### src/rtl/mips_pkg.sv
// mips_pkg: constants shared by the ID/EX pipeline register and its
// forwarding-select generators.
//   - Default widths for data, register index and control bundle.
//   - Encodings of the EX-stage operand mux selects.
//   - Index of the hard-wired zero register.
package mips_pkg;

  localparam int DATA_W     = 32;
  localparam int REG_ADDR_W = 5;
  localparam int CTRL_W     = 8;

  // EX operand mux select encoding
  localparam logic [1:0] FWD_REG   = 2'b00;
  localparam logic [1:0] FWD_EXMEM = 2'b01;
  localparam logic [1:0] FWD_MEMWB = 2'b10;
  localparam logic [1:0] FWD_IMM   = 2'b11;

  // Register 0 always reads as zero, so it never forwards or stalls
  localparam int REG_ZERO = 0;

endpackage

### src/rtl/fwd_sel_gen.sv
// fwd_sel_gen: forwarding select for one EX source operand.
// Compares the registered source index against the EX/MEM and MEM/WB
// destinations; the younger (EX/MEM) result wins when both match.
// Ports:
//   valid           in  EX holds a real instruction
//   src             in  registered source register index
//   exmem_reg_write in  EX/MEM writes a register
//   exmem_rd        in  EX/MEM destination index
//   memwb_reg_write in  MEM/WB writes a register
//   memwb_rd        in  MEM/WB destination index
//   sel             out 2-bit mux select (FWD_REG/FWD_EXMEM/FWD_MEMWB)
module fwd_sel_gen #(
  parameter int REG_ADDR_W = mips_pkg::REG_ADDR_W
) (
  input  logic                  valid,
  input  logic [REG_ADDR_W-1:0] src,
  input  logic                  exmem_reg_write,
  input  logic [REG_ADDR_W-1:0] exmem_rd,
  input  logic                  memwb_reg_write,
  input  logic [REG_ADDR_W-1:0] memwb_rd,
  output logic [1:0]            sel
);
  import mips_pkg::*;

  localparam logic [REG_ADDR_W-1:0] ZERO_IDX = REG_ADDR_W'(REG_ZERO);

  // Priority compare: EX/MEM before MEM/WB, register 0 excluded
  always_comb begin
    sel = FWD_REG;
    if (!valid) begin
      sel = FWD_REG;
    end else if (exmem_reg_write && (exmem_rd != ZERO_IDX) && (exmem_rd == src)) begin
      sel = FWD_EXMEM;
    end else if (memwb_reg_write && (memwb_rd != ZERO_IDX) && (memwb_rd == src)) begin
      sel = FWD_MEMWB;
    end else begin
      sel = FWD_REG;
    end
  end

endmodule

### src/rtl/id_ex_stage.sv
// id_ex_stage: ID/EX pipeline register of the 5-stage MIPS core.
// Captures ID operands/control, inserts a bubble on load-use stall or
// branch flush, and drives the EX operand mux selects.
// Ports:
//   clk, rst                   rising-edge clock, synchronous active-high reset
//   id_*                       decoded instruction from ID
//   flush                      branch/jump taken, squash ID
//   exmem_*, memwb_*           downstream destinations for forwarding
//   stall                      combinational hold of PC and IF/ID
//   ex_*                       registered EX-stage operands/control
//   fwd_a_sel, fwd_b_sel       ALU A / ALU B mux selects (combinational)
// Optional build macro IDEX_PERF_CNT_EN adds stall_cnt and flush_cnt
// 32-bit wrapping event counters.
module id_ex_stage #(
  parameter int DATA_W     = mips_pkg::DATA_W,
  parameter int REG_ADDR_W = mips_pkg::REG_ADDR_W,
  parameter int CTRL_W     = mips_pkg::CTRL_W
) (
  input  logic                  clk,
  input  logic                  rst,
  input  logic                  id_valid,
  input  logic [REG_ADDR_W-1:0] id_rs,
  input  logic [REG_ADDR_W-1:0] id_rt,
  input  logic [REG_ADDR_W-1:0] id_rd,
  input  logic [DATA_W-1:0]     id_rs_data,
  input  logic [DATA_W-1:0]     id_rt_data,
  input  logic [DATA_W-1:0]     id_imm,
  input  logic [CTRL_W-1:0]     id_ctrl,
  input  logic                  id_reads_rt,
  input  logic                  id_mem_read,
  input  logic                  id_reg_write,
  input  logic                  flush,
  input  logic                  exmem_reg_write,
  input  logic [REG_ADDR_W-1:0] exmem_rd,
  input  logic                  memwb_reg_write,
  input  logic [REG_ADDR_W-1:0] memwb_rd,
  output logic                  stall,
  output logic                  ex_valid,
  output logic [DATA_W-1:0]     ex_rs_data,
  output logic [DATA_W-1:0]     ex_rt_data,
  output logic [DATA_W-1:0]     ex_imm,
  output logic [REG_ADDR_W-1:0] ex_rs,
  output logic [REG_ADDR_W-1:0] ex_rt,
  output logic [REG_ADDR_W-1:0] ex_rd,
  output logic [CTRL_W-1:0]     ex_ctrl,
  output logic                  ex_mem_read,
  output logic                  ex_reg_write,
  output logic [1:0]            fwd_a_sel,
  output logic [1:0]            fwd_b_sel
`ifdef IDEX_PERF_CNT_EN
  ,
  output logic [31:0]           stall_cnt,
  output logic [31:0]           flush_cnt
`endif
);
  import mips_pkg::*;

  localparam logic [REG_ADDR_W-1:0] ZERO_IDX = REG_ADDR_W'(REG_ZERO);

  logic       ex_reads_rt_r;
  logic       stall_s;
  logic [1:0] a_sel_s;
  logic [1:0] b_sel_s;

  // Load-use hazard: the load in EX targets a register ID is about to read.
  // A flush squashes ID anyway, so it masks the stall.
  always_comb begin
    stall_s = 1'b0;
    if (id_valid && ex_valid && ex_mem_read && (ex_rd != ZERO_IDX) && !flush) begin
      stall_s = (ex_rd == id_rs) || (id_reads_rt && (ex_rd == id_rt));
    end else begin
      stall_s = 1'b0;
    end
  end

  assign stall = stall_s;

  // Pipeline register: reset, bubble on flush/stall, else capture ID
  always_ff @(posedge clk) begin
    if (rst || flush || stall_s) begin
      ex_valid      <= 1'b0;
      ex_mem_read   <= 1'b0;
      ex_reg_write  <= 1'b0;
      ex_reads_rt_r <= 1'b0;
      ex_ctrl       <= '0;
      ex_rs         <= '0;
      ex_rt         <= '0;
      ex_rd         <= '0;
      ex_rs_data    <= '0;
      ex_rt_data    <= '0;
      ex_imm        <= '0;
    end else begin
      ex_valid      <= id_valid;
      ex_mem_read   <= id_mem_read && id_valid;
      ex_reg_write  <= id_reg_write && id_valid;
      ex_reads_rt_r <= id_reads_rt;
      ex_ctrl       <= id_ctrl;
      ex_rs         <= id_rs;
      ex_rt         <= id_rt;
      ex_rd         <= id_rd;
      ex_rs_data    <= id_rs_data;
      ex_rt_data    <= id_rt_data;
      ex_imm        <= id_imm;
    end
  end

  fwd_sel_gen #(.REG_ADDR_W(REG_ADDR_W)) u_fwd_a (
    .valid           (ex_valid),
    .src             (ex_rs),
    .exmem_reg_write (exmem_reg_write),
    .exmem_rd        (exmem_rd),
    .memwb_reg_write (memwb_reg_write),
    .memwb_rd        (memwb_rd),
    .sel             (a_sel_s)
  );

  fwd_sel_gen #(.REG_ADDR_W(REG_ADDR_W)) u_fwd_b (
    .valid           (ex_valid),
    .src             (ex_rt),
    .exmem_reg_write (exmem_reg_write),
    .exmem_rd        (exmem_rd),
    .memwb_reg_write (memwb_reg_write),
    .memwb_rd        (memwb_rd),
    .sel             (b_sel_s)
  );

  assign fwd_a_sel = a_sel_s;

  // ALU B takes the immediate whenever the instruction does not read rt
  always_comb begin
    fwd_b_sel = FWD_REG;
    if (ex_valid && !ex_reads_rt_r) begin
      fwd_b_sel = FWD_IMM;
    end else begin
      fwd_b_sel = b_sel_s;
    end
  end

`ifdef IDEX_PERF_CNT_EN
  // Event counters, wrapping naturally at 2^32
  always_ff @(posedge clk) begin
    if (rst) begin
      stall_cnt <= 32'd0;
      flush_cnt <= 32'd0;
    end else begin
      if (stall_s) begin
        stall_cnt <= stall_cnt + 32'd1;
      end else begin
        stall_cnt <= stall_cnt;
      end
      if (flush) begin
        flush_cnt <= flush_cnt + 32'd1;
      end else begin
        flush_cnt <= flush_cnt;
      end
    end
  end
`endif

endmodule

### config.mk
export PLATFORM = sky130hd
export DESIGN_NAME = id_ex_stage
export DESIGN_NICKNAME = d
export VERILOG_FILES = /design/src/rtl/mips_pkg.sv /design/src/rtl/fwd_sel_gen.sv /design/src/rtl/id_ex_stage.sv
export SDC_FILE = /design/constraint.sdc
export NUM_CORES = 1
export LEC_CHECK = 0
export ABC_AREA = 1
export CORE_UTILIZATION = 30
export CTS_CLUSTER_DIAMETER = 40
export DETAILED_ROUTE_END_ITERATION = 10
export DONT_BUFFER_PORTS = 1
export GPL_TIMING_DRIVEN = 0
export SLEW_MARGIN = 25
export SYNTH_ARGS = -nofsm -noshare
export SYNTH_HDL_FRONTEND = slang
export SYNTH_HIERARCHICAL = 1
export SYNTH_SLANG_ARGS = --single-unit
### constraint.sdc
create_clock -name clk -period 2.9 [get_ports clk]
set_input_delay 0.29 -clock clk [delete_from_list [all_inputs] [get_ports clk]]
set_output_delay 0.29 -clock clk [all_outputs]
set_load 0.02 [all_outputs]
==> results summary, run 1 <==
The wire-length estimate of the detail-placed layout is 8.57 mm. The flow ran to the end, and the final reports show no timing, DRC or antenna violations. The number of antenna violations at the first check in global routing is 0. STA classifies the critical path startpoint as a flop.

The dominant synthesized flop cell is sky130_fd_sc_hd__dfxtp_1. In the final design database the tool counted 822 nets. The clock edge transition at the registers on the reported setup and hold paths came out at 50 ps.

Counting flops with a built-in enable in the synthesized netlist gives 0. The final antenna-violating net count came out at 0. The register area share after synthesis came out at 58.5%. Hold repair after CTS inserted 112 buffers.

The global placement routability congestion is 0.850. The overall via count from detail_route came out at 3718. The quantity of I/O buffers inserted on ports is 0. The maximum number of pins on one net before global-route repair is 17. The height of the die is 120 um. sky130_fd_sc_hd__inv_1 is the most common cell in the netlist. The setup slack after placement came out at 930 ps.

The number of CTS-inserted buffers is 17. The region available for standard cell placement spans 0.0135 mm2. Counting instances in the post-synthesis netlist gives the leading cell types as sky130_fd_sc_hd__inv_1 (152), sky130_fd_sc_hd__nor2_1 (147), sky130_fd_sc_hd__dfxtp_1 (123).

Counting flops with an async set or reset pin after synthesis yields a share of 0%. The number of top-level design ports is 265. The final non-filler cell total came out at 873. For this design the ratio of total power to cell area is 723 mW/mm2. The floorplan row count is 42. The average routed wire per standard cell came out at 15.2 um. The endpoint required time on the critical path is 2610 ps. The violation count after the first detailed-routing iteration came out at 82. After global routing the overflow that remains totals 0. The synthesized design contains 123 register bits.

The via count of the first global-routing pass came out at 4053. The first global-routing pass estimated 19.8 mm of wire. The overall power consumption came out at 4.47 mW. The net count after synthesis came out at 691. In this run the critical register-to-register path is launched from ex_rd[3]$_SDFF_PP0_. In this run the worst path has a maximum fanout of 4. The maximum clock rate came out at 482 MHz. The worst path arrival time came out at 1780 ps.

Once the floorplan was initialized, standard cells occupied 31.3% of the core. The cell count after placement came out at 729. The maximum clock path buffer count came out at 2. For this run, the number of Yosys warnings is 6. The worst hold-check path type is in -> reg. The die footprint is 0.0145 mm2. The max-cap check violation count is 0. The worst clock skew came out at 6.09 ps. The worst setup path is captured at an output pin. Setup slack on the critical path of the routed design comes to 826 ps. The first-pass iteration count of the detailed router came out at 5. The global-route usage over all layers came out at 18.3%.

Setup repair after global routing left no endpoint under its margin. The cell sitting at the root of the clock tree is a sky130_fd_sc_hd__clkbuf_16. The netlist uses 17 different library cells. The kind of critical path is reg -> out. The filler cells instantiated in the layout total 1256. The number of max-slew violations in the final report came out at 0. In this run, post-CTS repair resized a total of 0 instances.

TritonCTS built the clock tree. The clock reaches the later pin of the worst-skew pair after 410 ps. The layout cell share with drive strength beyond 1 came out at 9.90%.

The startpoint of the worst setup timing path is ex_rt[0]$_SDFF_PP0_. The area overhead of the layout relative to synthesis is 47.1%. The biggest area contributor in the post-synthesis netlist is sky130_fd_sc_hd__dfxtp_1.

The maximum vdd ir drop came out at 0.454 mV. The transition time at the pin with the least slew margin is 515 ps. The combined area of all synthesized cells is 0.00421 mm2. The total setup buffers inserted after CTS is 0. The gate count of the mapped netlist came out at 553. The startpoint identified for the worst hold timing path is id_reg_write. The area fraction of the dominant cell type after synthesis came out at 58.5%.

By area the synthesized netlist is led by sky130_fd_sc_hd__dfxtp_1 (59%), sky130_fd_sc_hd__inv_1 (14%), sky130_fd_sc_hd__nor2_1 (13%). The number of hold-slack violations in the final timing report is 0. The average footprint of a synthesized cell came out at 7.61 um2. The count of clock tree sinks came out at 123. The minimum clock period after layout is 2070 ps.

The total wirelength of the detailed-routed design came out at 13.3 mm. The final hold slack came out at 17.4 ps. The post-route setup TNS came out at 0 ps.

The leakage component of the power is 3.22 nW. After detailed routing, the number of remaining DRC violations is 0. The remaining max-slew budget at the tightest pin is 65.6%.

In this run the number of H-tree levels came out at 4. The number of antenna diodes came out at 0. The count of final setup violators is 0.

The vias per cell is 4.26. The floorplan step set the die width to 120 um. The worst path uses 71.5% of the clock period.
report_power, final:
part           internal [mW]  switching, mW  leakage (nW)
combinational          0.163          0.147          1.90
sequential              1.76          0.126          1.01
clock                   1.49          0.786         0.306
per-layer routing:
| layer | track usage, % | up-vias | wire (um) |
|---|---|---|---|
| li1 | - | 1789 | - |
| met1 | 16.1 | 1712 | 4470 |
| met2 | 35.1 | 193 | 7110 |
| met3 | 8.63 | 24 | 1420 |
| met4 | 7.95 | 0 | 268 |
| met5 | 0 | - | 0 |
path summary, 6_finish.rpt:
| path | depth (start not counted) | to | slack (ps) |
|---|---|---|---|
| max | 8 | fwd_b_sel[1] | 830 |
| min | 2 | ex_reg_write$_SDFF_PP0_ | 20 |
| max reg2reg | 11 | ex_imm[15]$_SDFF_PP0_ | 950 |
| min reg2reg | 6 | ex_rs_data[15]$_SDFF_PP0_ | 1120 |
stage by stage:
stage | cell area [um2] | utilization (%)
floorplan | 4210 | -
global placement | 4430 | 32.9
detailed placement | 4430 | 32.9
CTS | 6190 | 46.0
global route | 6190 | 46.0
finish | 6190 | 46.0
critical path, cell delays in order, from the launching register on:
cell	delay (ps)
sky130_fd_sc_hd__dfxtp_1	480
sky130_fd_sc_hd__inv_1	130
sky130_fd_sc_hd__nand2_1	90
sky130_fd_sc_hd__nand2_1	60
sky130_fd_sc_hd__nor2_2	110
sky130_fd_sc_hd__nand3_2	100
sky130_fd_sc_hd__nor2_2	90
sky130_fd_sc_hd__nor2_1	50
sky130_fd_sc_hd__o21bai_1	270
cells by family (layout without fill, tap and decap cells):
kind of cell / after synthesis / count (layout) / synth area share (%)
AND/OR/NAND/NOR: 249 / 249 / 23.8
AO/OA/AOI/OAI: 8 / 8 / 1.25
buffers and inverters: 172 / 316 / 16.2
flip-flops: 123 / 123 / 58.5
XOR/XNOR: 1 / 1 / 0.208
registers in the layout, indices dropped and copies added (netlist names):
signal / flops
ex_rt: 5
ex_mem_read: 1
ex_reads_rt_r: 1
ex_reg_write: 1
ex_rd: 5
ex_imm: 32
ex_ctrl: 8
ex_rs: 5
ex_valid: 1
ex_rt_data: 32
ex_rs_data: 32
final cells by class:
cell class              count  area (um2)  area share (%)
multi-input cells         258        1060            17.2
inverters                 159         597            9.64
flip-flops and latches    123        2460            39.8
plain buffers              13        85.1            1.37
clock inverters            13         188            3.03
clock buffers              19         453            7.32
repair buffers            112        1120            18.1
well taps                 176         220            3.56
cell usage in the layout (no fill, tap or decap):
| cell | instances |
|---|---|
| sky130_fd_sc_hd__nand2_1 | 79 |
| sky130_fd_sc_hd__a21oi_2 | 2 |
| sky130_fd_sc_hd__nand3_1 | 4 |
| sky130_fd_sc_hd__nor2_2 | 6 |
| sky130_fd_sc_hd__inv_1 | 152 |
| sky130_fd_sc_hd__buf_2 | 5 |
| sky130_fd_sc_hd__clkbuf_8 | 2 |
| sky130_fd_sc_hd__nor2_1 | 147 |
| sky130_fd_sc_hd__nand4_1 | 4 |
| sky130_fd_sc_hd__nand3_2 | 2 |
| sky130_fd_sc_hd__nor3_2 | 2 |
| sky130_fd_sc_hd__xnor2_1 | 1 |
| sky130_fd_sc_hd__clkbuf_16 | 17 |
| sky130_fd_sc_hd__dlygate4sd3_1 | 112 |
| sky130_fd_sc_hd__dfxtp_1 | 123 |
| sky130_fd_sc_hd__clkinv_4 | 1 |
| sky130_fd_sc_hd__clkinvlp_4 | 3 |
| sky130_fd_sc_hd__buf_4 | 8 |
| sky130_fd_sc_hd__o21ai_0 | 4 |
| sky130_fd_sc_hd__clkinv_2 | 2 |
| sky130_fd_sc_hd__bufinv_16 | 4 |
| sky130_fd_sc_hd__nand2_2 | 5 |
| sky130_fd_sc_hd__o21bai_1 | 2 |
| sky130_fd_sc_hd__inv_2 | 7 |
| sky130_fd_sc_hd__inv_6 | 3 |
(Power assumes the default switching activity.)
==> run 2: changes to the inputs <==
Clock period 2.9 ns to 1.9 ns, I/O delays scaled along.
==> run 2 against run 1 <==
Against the previous run: combinational power is 60% higher; critical path depth stayed put; register-to-register slack got worse by 790 ps; count of clock-buffer cells in the layout stayed put; routed wire length rose by 0.95%; first-iteration DRC count increased by 24%; highest routed layer unchanged.
==> results summary, run 2 (synthesis results as in run 1) <==
The area overhead of the layout relative to synthesis came out at 50.7%. The worst path arrival time is 1630 ps (-150 ps). The number of fill cells came out at 1240 (-1.3%). The maximum clock path buffer count came out at 2 (unchanged). The number of CTS-inserted buffers came to 17 (unchanged). The remaining routing DRC violations is 0 (unchanged). The floorplan die width is 120 um (unchanged). The first-pass GRT wire length is 20.1 mm (+1.4%). The endpoint required time on the critical path came out at 1710 ps (-900 ps). The CTS H-tree depth is 4 (unchanged). The fraction of power consumed by combinational cells came out at 7.2% (+0.3 points).

The global placement routability congestion is 0.850 (unchanged). The register share of total power is 42.1% (about the same). The overall power consumption came out at 6.84 mW (+53%). The floorplan row count is 42 (unchanged). The leakage component of the power is 3.28 nW (+1.9%).

The cell count after placement was 729 (unchanged). The overall via count from detail_route is 3770 (+1.4%). The final antenna-violating net count is 0 (unchanged). The maximum vdd ir drop is 0.692 mV (+52%). The violation count after the first detailed-routing iteration is 102 (+24%).

The first-pass iteration count of the detailed router is 5 (unchanged). The worst reg-to-reg setup slack is 160 ps (-790 ps). The number of max-slew violations in the final report was 0 (unchanged). The clock edge transition at the registers on the reported setup and hold paths came out at 50 ps (about the same). The post-route setup TNS is 0 ps (unchanged). The core outline area was 0.0135 mm2 (unchanged). The min-delay analysis places its worst path in the category in -> reg. The number of top-level design ports came out at 265 (unchanged). The quantity of I/O buffers inserted on ports is 0 (unchanged). The flow ran to the end, and the final reports show no timing, DRC or antenna violations.

The worst setup path is launched from a flop. The clock latency at the later pin of the worst-skew pair came out at 410 ps (about the same). The number of antenna diodes is 0 (unchanged).

The clock share of power is 50.6% (-0.3 points). The height of the die came out at 120 um (unchanged). The switching fraction of total power came out at 23.6% (-0.13 points). The switching power was 1.61 mW (+52%). The worst hold path begins at rst. The transition time at the pin with the least slew margin came out at 379 ps (-135 ps).

TritonCTS built the clock tree. The number of antenna violations at the first check in global routing is 0 (unchanged). The post-layout net count was 833 (+1.3%). The layout cell share with drive strength beyond 1 came out at 12.0% (+2.1 points).

In the layout the commonest cells are sky130_fd_sc_hd__inv_1 (151), sky130_fd_sc_hd__nor2_1 (146), sky130_fd_sc_hd__dlygate4sd3_1 (123). The die footprint is 0.0145 mm2 (unchanged). The total wirelength of the detailed-routed design came to 13.4 mm (+0.95%). In this run the worst setup path begins at ex_rt[0]$_SDFF_PP0_. The maximum clock rate is 550 MHz.

The detailed placer's ending HPWL was 8.57 mm (unchanged). CTS placed an instance of sky130_fd_sc_hd__clkbuf_16 at the clock tree root. The vias per cell is 4.26 (+0.14%). The count of clock tree sinks came out at 123 (unchanged). The worst clock skew came out at 7.61 ps (+1.52 ps). The total congestion overflow came out at 0 (unchanged). In this run the critical register-to-register path is launched from ex_rd[1]$_SDFF_PP0_. The power per unit of standard cell area came to 1080 mW/mm2 (+49%). The number of hold-slack violations in the final timing report came to 0 (unchanged). The internal power is 5.23 mW (+53%). The minimum clock period after layout is 1820 ps. The maximum number of pins on one net before global-route repair was 17 (unchanged). STA classifies the critical path endpoint as an output pin. The biggest fanout along the worst timing path came out at 4 (unchanged). The final hold slack is 264 ps (+247 ps). The utilization after layout is 47.1% (+1.1 points). The most common cell after layout, fill and taps aside is sky130_fd_sc_hd__inv_1. The max-cap check violation count is 0 (unchanged). The global-route usage over all layers came out at 18.6% (+0.24 points).

The critical path is of the reg -> out type. The remaining max-slew budget at the tightest pin is 74.7% (+9.1 points). The final non-filler cell total came out at 884 (+1.3%).

In the final layout, the registers with the most flip-flops are ex_imm x32, ex_rs_data x32, ex_rt_data x32. The via count of the first global-routing pass is 4126 (+1.8%). The post-route fraction of the period consumed by the critical path came out at 95.7%.

The effective utilization at floorplan came out at 31.3% (unchanged). The count of final setup violators came to 0 (unchanged). The average routed wire per standard cell is 15.2 um (-0.31%).
run 2: worst max-delay path, stage by stage, from the launching register on:
cell	delay, ps
sky130_fd_sc_hd__dfxtp_2	400
sky130_fd_sc_hd__inv_1	100
sky130_fd_sc_hd__nand2_1	80
sky130_fd_sc_hd__nand2_1	60
sky130_fd_sc_hd__nor2_2	110
sky130_fd_sc_hd__nand3_2	100
sky130_fd_sc_hd__nor2_2	80
sky130_fd_sc_hd__nor2_1	40
sky130_fd_sc_hd__o21bai_2	240
run 2: cell type report:
| cell class | instances | area [um2] | area share, % |
|---|---|---|---|
| sequential | 123 | 2480 | 39.2 |
| timing repair buffer | 123 | 1230 | 19.4 |
| multi-input combinational | 258 | 1080 | 17.0 |
| inverter | 159 | 597 | 9.41 |
| clock buffer | 19 | 453 | 7.14 |
| tap | 176 | 220 | 3.47 |
| clock inverter | 13 | 188 | 2.96 |
| buffer | 13 | 88.8 | 1.40 |
run 2: routing by layer:
layer | vias up | share of wire [%] | track usage, %
met4 | 0 | 2.8 | 9.10
met5 | - | 0 | 0
met1 | 1725 | 34 | 16.2
met2 | 201 | 53 | 35.1
li1 | 1814 | - | -
met3 | 30 | 10 | 8.73
run 2: metrics by stage:
step	cell area, um2	worst slack (ps)
3_3_place_gp	4430	-32.8
5_1_grt	6340	-10.6
6_report	6340	82.6
4_1_cts	6320	18.4
2_1_floorplan	4210	448
3_5_place_dp	4430	-70.1
run 2: path summary, 6_finish.rpt:
kind                                to  cells past startpoint
max                       fwd_b_sel[1]                      8
max reg2reg      ex_imm[15]$_SDFF_PP0_                     11
min          ex_rs_data[14]$_SDFF_PP0_                      4
min reg2reg  ex_rs_data[14]$_SDFF_PP0_                      6
run 2: power groups by stage:
stage | registers, mW | logic (mW) | clock network [mW]
3_5_place_dp | 2.93 | 0.278 | 0
5_1_grt | 2.89 | 0.547 | 3.66
2_1_floorplan | 2.91 | 0.217 | 0
6_report | 2.88 | 0.495 | 3.46
4_1_cts | 2.88 | 0.484 | 3.53
3_3_place_gp | 2.93 | 0.264 | 0
run 2: what timing repair did:
action,in CTS,in global routing
buffers inserted,0,0
endpoints found under the setup margin,75,74
hold buffers,123,0
gates resized for setup,11,9
pin swaps,0,0
hold endpoints to repair,123,0
